===== config.mk =====
export PLATFORM = sky130hd
export DESIGN_NAME = wide_alu_serial
export DESIGN_NICKNAME = d
export VERILOG_FILES = /design/src/rtl/wide_alu_serial.sv
export SDC_FILE = /design/constraint.sdc
export NUM_CORES = 1
export LEC_CHECK = 0
export BUFFER_PORTS_ARGS = -buffer_cell sky130_fd_sc_hd__buf_2
export CELL_PAD_IN_SITES_DETAIL_PLACEMENT = 1
export CELL_PAD_IN_SITES_GLOBAL_PLACEMENT = 2
export CORE_UTILIZATION = 30
export CTS_CLUSTER_DIAMETER = 30
export DETAILED_ROUTE_END_ITERATION = 12
export PLACE_DENSITY_LB_ADDON = 0.1
export SLEW_MARGIN = 20
export SYNTH_ARGS = -nofsm -noshare
export SYNTH_HDL_FRONTEND = slang
export SYNTH_SLANG_ARGS = --single-unit

===== constraint.sdc =====
create_clock -name clk -period 3.8 [get_ports clk]
set_input_delay 0.19 -clock clk [delete_from_list [all_inputs] [get_ports clk]]
set_output_delay 0.19 -clock clk [all_outputs]
set_load 0.02 [all_outputs]

===== src/rtl/wide_alu_serial.sv =====
// rtl/wide_alu_serial.sv - multi-cycle arbitrary-width ALU, one LIMB-bit slice per clock
// Operands are latched zero-padded to NLIMBS*LIMB bits and shifted right one limb per RUN edge.
module wide_alu_serial #(
  parameter int WIDTH = 100,
  parameter int LIMB  = 16
) (
  input  logic             clk,
  input  logic             rst_n,
  input  logic             in_valid,
  output logic             in_ready,
  input  logic [2:0]       op,
  input  logic [WIDTH-1:0] x,
  input  logic [WIDTH-1:0] y,
  output logic             out_valid,
  input  logic             out_ready,
  output logic [WIDTH-1:0] result,
  output logic             carry_out,
  output logic             zero
);
  localparam int NLIMBS = (WIDTH + LIMB - 1) / LIMB;
  localparam int PW     = NLIMBS * LIMB;
  localparam int CW     = (NLIMBS > 1) ? $clog2(NLIMBS) : 1;
  localparam int TOPB   = WIDTH - (NLIMBS - 1) * LIMB;
  localparam logic [PW-1:0] MASK = PW'({WIDTH{1'b1}});

  localparam logic [2:0] OP_ADD = 3'd0, OP_SUB = 3'd1, OP_AND = 3'd2, OP_OR = 3'd3,
                         OP_XOR = 3'd4, OP_NOT = 3'd5, OP_RAND = 3'd6;

  typedef enum logic [1:0] {IDLE, RUN, DONE} state_t;
  state_t state_q, state_d;

  logic [CW-1:0]   cnt_q;
  logic [PW-1:0]   xr_q, yr_q, mr_q, racc_q, racc_d;
  logic [2:0]      opr_q;
  logic            c_q, acc_q, c_d, acc_d, last, is_red, is_arith;
  logic [LIMB-1:0] xl, yl, ml, yv, rl;
  logic [LIMB:0]   s;
  logic [WIDTH-1:0] fin;

  always_comb begin
    xl  = xr_q[LIMB-1:0];
    yl  = yr_q[LIMB-1:0];
    ml  = mr_q[LIMB-1:0];
    // Padding bits are masked off the subtrahend too, so the carry lands exactly at bit WIDTH
    yv  = ((opr_q == OP_SUB) ? ~yl : yl) & ml;
    s   = {1'b0, xl} + {1'b0, yv} + {{LIMB{1'b0}}, c_q};
    last = (cnt_q == CW'(NLIMBS - 1));
    c_d  = last ? s[TOPB] : s[LIMB];
    acc_d = acc_q;
    rl    = '0;
    case (opr_q)
      OP_ADD, OP_SUB: rl = s[LIMB-1:0];
      OP_AND:  rl = xl & yl;
      OP_OR:   rl = xl | yl;
      OP_XOR:  rl = xl ^ yl;
      OP_NOT:  rl = ~xl & ml;
      OP_RAND: acc_d = acc_q & (&(xl | ~ml));
      default: acc_d = acc_q | (|xl);
    endcase
    racc_d = racc_q >> LIMB;
    racc_d[PW-1 -: LIMB] = rl;
    is_red   = opr_q[2] & opr_q[1];
    is_arith = (opr_q == OP_ADD) || (opr_q == OP_SUB);
    fin = is_red ? WIDTH'(acc_d) : racc_d[WIDTH-1:0];
  end

  always_comb begin
    state_d = state_q;
    case (state_q)
      IDLE:    if (in_valid) state_d = RUN;
      RUN:     if (last) state_d = DONE;
      DONE:    if (out_ready) state_d = IDLE;
      default: state_d = IDLE;
    endcase
  end

  assign in_ready  = (state_q == IDLE);
  assign out_valid = (state_q == DONE);

  always_ff @(posedge clk or negedge rst_n) begin
    if (!rst_n) state_q <= IDLE;
    else        state_q <= state_d;
  end

  always_ff @(posedge clk or negedge rst_n) begin
    if (!rst_n) begin
      cnt_q     <= '0;
      xr_q      <= '0;
      yr_q      <= '0;
      mr_q      <= '0;
      racc_q    <= '0;
      opr_q     <= '0;
      c_q       <= 1'b0;
      acc_q     <= 1'b0;
      result    <= '0;
      carry_out <= 1'b0;
      zero      <= 1'b1;
    end else begin
      case (state_q)
        IDLE: if (in_valid) begin
          xr_q   <= PW'(x);
          yr_q   <= PW'(y);
          mr_q   <= MASK;
          opr_q  <= op;
          racc_q <= '0;
          c_q    <= (op == OP_SUB);
          acc_q  <= (op == OP_RAND);
          cnt_q  <= '0;
        end
        RUN: begin
          xr_q   <= xr_q >> LIMB;
          yr_q   <= yr_q >> LIMB;
          mr_q   <= mr_q >> LIMB;
          racc_q <= racc_d;
          c_q    <= c_d;
          acc_q  <= acc_d;
          cnt_q  <= last ? '0 : cnt_q + CW'(1);
          // Visible outputs only change once the whole operation is complete
          if (last) begin
            result    <= fin;
            carry_out <= is_arith ? c_d : 1'b0;
            zero      <= (fin == '0);
          end
        end
        default: ;
      endcase
    end
  end
endmodule


# ---- After elaboration in Yosys (flattened, before gate mapping)
# Index checks and enable logic that the tools add are counted.
dict set report classes {
  addsub 3
  eq_ne 14
  muxes 25
  bitwise 12
  n_reduce_logical 13
}
# operator n
set op_table {}
lappend op_table {{case mux 112 bit (2 select lines)} 4}
lappend op_table {{two-way mux 112 bit} 4}
lappend op_table {{logical NOT 100 bit} 1}
lappend op_table {{two-way mux 100 bit} 1}
lappend op_table {{case mux 16 bit (5 select lines)} 1}
lappend op_table {{AND 16 bit} 3}
lappend op_table {{inverter 16 bit} 3}
lappend op_table {{OR 16 bit} 2}
lappend op_table {{adder 16 x 16 -> 17 bit} 1}
lappend op_table {{adder 17 x 1 -> 17 bit} 1}
lappend op_table {{two-way mux 16 bit} 1}
lappend op_table {{AND reduction 16 bit} 1}
lappend op_table {{OR reduction 16 bit} 1}
lappend op_table {{bitwise XOR 16 bit} 1}
lappend op_table {{equality test 3 bit (second input constant)} 5}
lappend op_table {{equality test 3 x 1 -> 1 bit (second input constant)} 2}
lappend op_table {{equality test 3 x 2 -> 1 bit (second input constant)} 2}
lappend op_table {{two-way mux 2 bit} 3}
lappend op_table {{two-way mux 3 bit} 2}
lappend op_table {{case mux 1 bit (2 select lines)} 3}
lappend op_table {{case mux 2 bit (3 select lines)} 1}
lappend op_table {{case mux 3 bit (2 select lines)} 1}
lappend op_table {{AND reduction 2 bit} 3}
lappend op_table {{OR reduction 6 bit} 1}
lappend op_table {{other kinds (14)} 19}
dict set report word_totals {
  ff_bits 560
  input_bits 207
  output_inout_bits 104
  wordCells 79
}

# ---- Longest topological paths before layout
dict set report logic_depth {
  ltp_word 8
  mapped_depth 15
  depth_no_buf 12
}

# ---- Worst setup path after synthesis
# Ideal clock, no wire load.
dict set report synth_path {
  path_kind {flip-flop to flip-flop}
  from {register opr_q[2]}
  to {register racc_q[106]}
  setup_ps 126
  arrival_ps 3289
  required_ps 3674
  path_slack_ps 385
  stages_incl_launch_ff 16
  n_path_buf 3
  period_less_slack_ps 3415
  cell_sequence {dfrtp_1 > buf_4 > nor2_1 > and2_1 > buf_2 > buf_4 > xnor2_1 > nand2_1 > fa_1 > fa_1 > nor2b_1 > o31ai_1 > a211oi_2 > nor2_1 > xnor2_1 > a221o_1}
}
dict set report synth_via {
  elab_chain_len 7
  word_cells_on_any_way 13
  cone_classes {add/sub (2); eq/ne (5); mux (3); bitwise (1); reduce/logical (2)}
}
# item line
set synth_lines {}
lappend synth_lines {{start, declared} 34} ;# logic [2:0] opr_q;
lappend synth_lines {{start signal, assigned} 104} ;# opr_q <= op;
lappend synth_lines {{equality test 3 x 1 -> 1 bit} {45, 51}}
lappend synth_lines {{two-way mux 16 bit} 45} ;# yv = ((opr_q == OP_SUB) ? ~yl : yl) & ml;
lappend synth_lines {{AND 16 bit} 45}
lappend synth_lines {{adder 16 x 16 -> 17 bit} 46} ;# s = {1'b0, xl} + {1'b0, yv} + {{LIMB{1'b0}}, c_q};
lappend synth_lines {{adder 17 x 1 -> 17 bit} 46}
lappend synth_lines {{case mux 16 bit (5 select lines) *} 51} ;# case (opr_q)
lappend synth_lines {{case mux 112 bit (2 select lines) *} 99} ;# case (state_q)
lappend synth_lines {{end signal, assigned} 114} ;# racc_q <= racc_d;
lappend synth_lines {{end, declared} 33} ;# logic [PW-1:0] xr_q, yr_q, mr_q, racc_q, racc_d;
# Mark *: on every way between the ends. The rest lies on a longest branch, timed or not.
# A chain may end at the register's enable or synchronous reset.

# ---- Worst setup path after layout
dict set report layout_path {
  from {register opr_q[1]}
  to {register racc_q[106]}
}
# Same word-level chain as after synthesis.

==> impl_metrics.env <==
export IMPL_synth_ff_type="dfrtp_1"
export IMPL_worstSetupPathType="reg2reg"
export IMPL_drc=0
export IMPL_crit_end="racc_q[106]"
export IMPL_ios=311
export IMPL_gp_congestion=0.833
export IMPL_critPathArrivalTime_ps=3820
export IMPL_fillers=7225
export IMPL_synthSimpleGateAreaFrac=0.225
export IMPL_drive_above_1_share=0.204
export IMPL_die_h_um=254
export IMPL_synth_top_family_by_area="simple AND/OR/NAND/NOR gates"
export IMPL_cts_buffer_depth=3
export IMPL_vias=17600
export IMPL_crit_reg2reg_launch="opr_q[1]"
export IMPL_nets=2904
export IMPL_synthXorXnorAreaFrac=0.0101
export IMPL_max_freq_mhz=302
export IMPL_grt_pass1_vias=18800
export IMPL_clock_sinks=415
export IMPL_synthMuxAreaShare=0.00373
export IMPL_finClkSkew_ps=26.2
export IMPL_firstDrtPassIters=5
export IMPL_drt_initial_drc_count=1071
export IMPL_clkTransAtPathRegs_ps=50
export IMPL_min_period_ps=3310
export IMPL_clock_latency_ps=660
export IMPL_avgSynthCellArea_um2=8.95
export IMPL_hold_viol=0
export IMPL_wirelength_um=71200
export IMPL_syn_inst=2137
export IMPL_min_period_over_period=0.870
export IMPL_core_um2=63000
export IMPL_hpwlAfterDp_um=46700
export IMPL_synth_compound_area_frac=0.144
export IMPL_synth_seq_cells=415
export IMPL_timing_rr_end="racc_q[106]"
export IMPL_synth_edf_count=0
export IMPL_dieArea_um2=64700
export IMPL_finalSetupTns_ps=0
export IMPL_syn_area_um2=19100
export IMPL_cp_startpoint="opr_q[1]"
export IMPL_cts_tree="done"
export IMPL_worstPathMaxFanout=10
export IMPL_fp_row_count=92
export IMPL_max_cap_violations=0
export IMPL_layout_commonest_cell="nand2_1"
export IMPL_numPortBuffers=310
export IMPL_start_kind="register"
export IMPL_cts_made_buffers=121
export IMPL_r2r_slack_ps=490
export IMPL_min_delay_path_class="in2async"
export IMPL_synth_distinct_cells=59
export IMPL_ir_drop_mv=0.677
export IMPL_yosysWarnings=0
export IMPL_post_cts_buffers=0
export IMPL_leakagePower_nw=13.4
export IMPL_postRouteAntennaNets=0
export IMPL_p_per_area_nw_per_um2=999
export IMPL_track_usage=0.221
export IMPL_wl_per_cell_um=19.7
export IMPL_via_per_inst=4.89
export IMPL_ys_seq_area_frac=0.543
export IMPL_synth_adder_area_share=0.0329
export IMPL_antenna_found_initial=16
export IMPL_area_growth_pct=45.4
export IMPL_cp_end_kind="register"
export IMPL_worstPathRequired_ps=4310
export IMPL_htreeDepth=3
export IMPL_cts_root_buf="clkbuf_16"
export IMPL_outcome="completed"
export IMPL_hold_slack_ps=190
export IMPL_relSlewSlack=0.184
export IMPL_reg2regPathDepth=12
export IMPL_async_reset_ff_frac=1.00
export IMPL_initial_core_util=0.304
export IMPL_rsz0062_at_grt="false"
export IMPL_synth_nets=2393
export IMPL_setup_violations_final=0
export IMPL_grt_pass1_wl_um=111000
export IMPL_die_width_um=254
export IMPL_grt_max_degree=227
export IMPL_grt_overflow_total=0
export IMPL_max_slew_worst_pin_slew_ps=1220
export IMPL_drv_slew=0
export IMPL_final_cell_mix="nand2_1, dfrtp_1, buf_2"
per-stage QoR:
step                      total power [mW]  cell area, µm²  instances  setup WS [ps]   util
after global routing                  29.6           27800       3607            274  0.441
after global placement                17.2           21500       3164            542  0.341
after CTS                             28.1           27800       3596            485  0.441
after detailed placement              17.5           21500       3164            500  0.341
final                                 27.8           27800       3607            493  0.441
after floorplan                       14.1           19100       2137            385      -
cell type report:
| cell class | count | area, µm² | area share |
|---|---|---|---|
| Inverter | 41 | 154 | 0.00554 |
| Antenna cell | 10 | 25.0 | 0.000900 |
| Clock buffer | 158 | 3370 | 0.121 |
| Timing Repair Buffer | 545 | 3980 | 0.143 |
| Tap cell | 846 | 1060 | 0.0381 |
| Clock inverter | 68 | 838 | 0.0302 |
| Sequential cell | 415 | 10400 | 0.374 |
| Multi-Input combinational cell | 1524 | 7990 | 0.287 |
cells by family after synthesis:
family / after synthesis
AOI/OAI and AO/OA: 406
xor gates and xnor gates: 22
adders and majority gates: 49
buffers and inverters: 198
DFF: 415
muxes: 7
and+or+nand+nor: 1040
routing by layer:
| layer | global-route usage | part of all wire | vias to the layer above |
|---|---|---|---|
| met1 | 0.284 | 0.44 | 8752 |
| met5 | 0 | 0.00097 | - |
| li1 | - | - | 8399 |
| met3 | 0.0463 | 0.043 | 123 |
| met2 | 0.368 | 0.49 | 360 |
| met4 | 0.0752 | 0.024 | 12 |
worst min-delay path by stage:
stage	end	depth (start not counted)	from	slack (ps)
after floorplan	acc_q	0	rst_n	-110
after global placement	result[76]	1	rst_n	320
after detailed placement	result[76]	1	rst_n	330
after CTS	yr_q[11]	3	y[11]	5
after global routing	result[83]	2	rst_n	240
final	result[83]	2	rst_n	190
worst max-delay path, stage by stage (launching register included):
cell      delay, ps
dfrtp_1         480
nor2_1          160
and2_1          180
xnor2_1         120
nand2_1          80
fa_1            420
fa_1            420
nor2b_1         270
o31ai_1         150
a211oi_2        330
nor2_1          100
xnor2_1         130
a221o_1         330
Yosys cell counts (8+ instances only):
master / n / share of area
nor2_1: 191 / 0.038
nand4_1: 12 / 0.0039
nor4_1: 30 / 0.0098
a21o_1: 8 / 0.0031
nand2_1: 648 / 0.13
ha_1: 47 / 0.031
clkbuf_1: 113 / 0.022
a21oi_1: 23 / 0.0060
a22o_1: 81 / 0.037
o21ai_0: 62 / 0.016
buf_1: 16 / 0.0031
dfrtp_1: 414 / 0.54
buf_2: 26 / 0.0068
nor3_1: 10 / 0.0026
o22ai_1: 13 / 0.0043
nand2b_1: 8 / 0.0026
a31oi_1: 169 / 0.055
xnor2_1: 18 / 0.0082
nand3_1: 101 / 0.026
inv_1: 41 / 0.0081
and2_1: 17 / 0.0056
sequential cells by signal, indices dropped and copies added (netlist names):
signal / count
result: 100
xr_q: 100
yr_q: 100
racc_q: 96
mr_q: 7
cnt_q: 3
opr_q: 3
state_q: 2
acc_q: 1
c_q: 1
carry_out: 1
zero: 1
timing repair:
item                                   CTS  global route
hold buffers                           206             1
endpoints found under the hold margin  298             1
resized for setup                        0             0
power by group:
group	leakage [nW]	internal, mW	switching, mW
Combinational	6.11	3.60	5.67
Sequential	5.26	6.35	1.92
Clock	2.06	7.23	3.01
No activity file was read; power rests on OpenSTA's default activity.
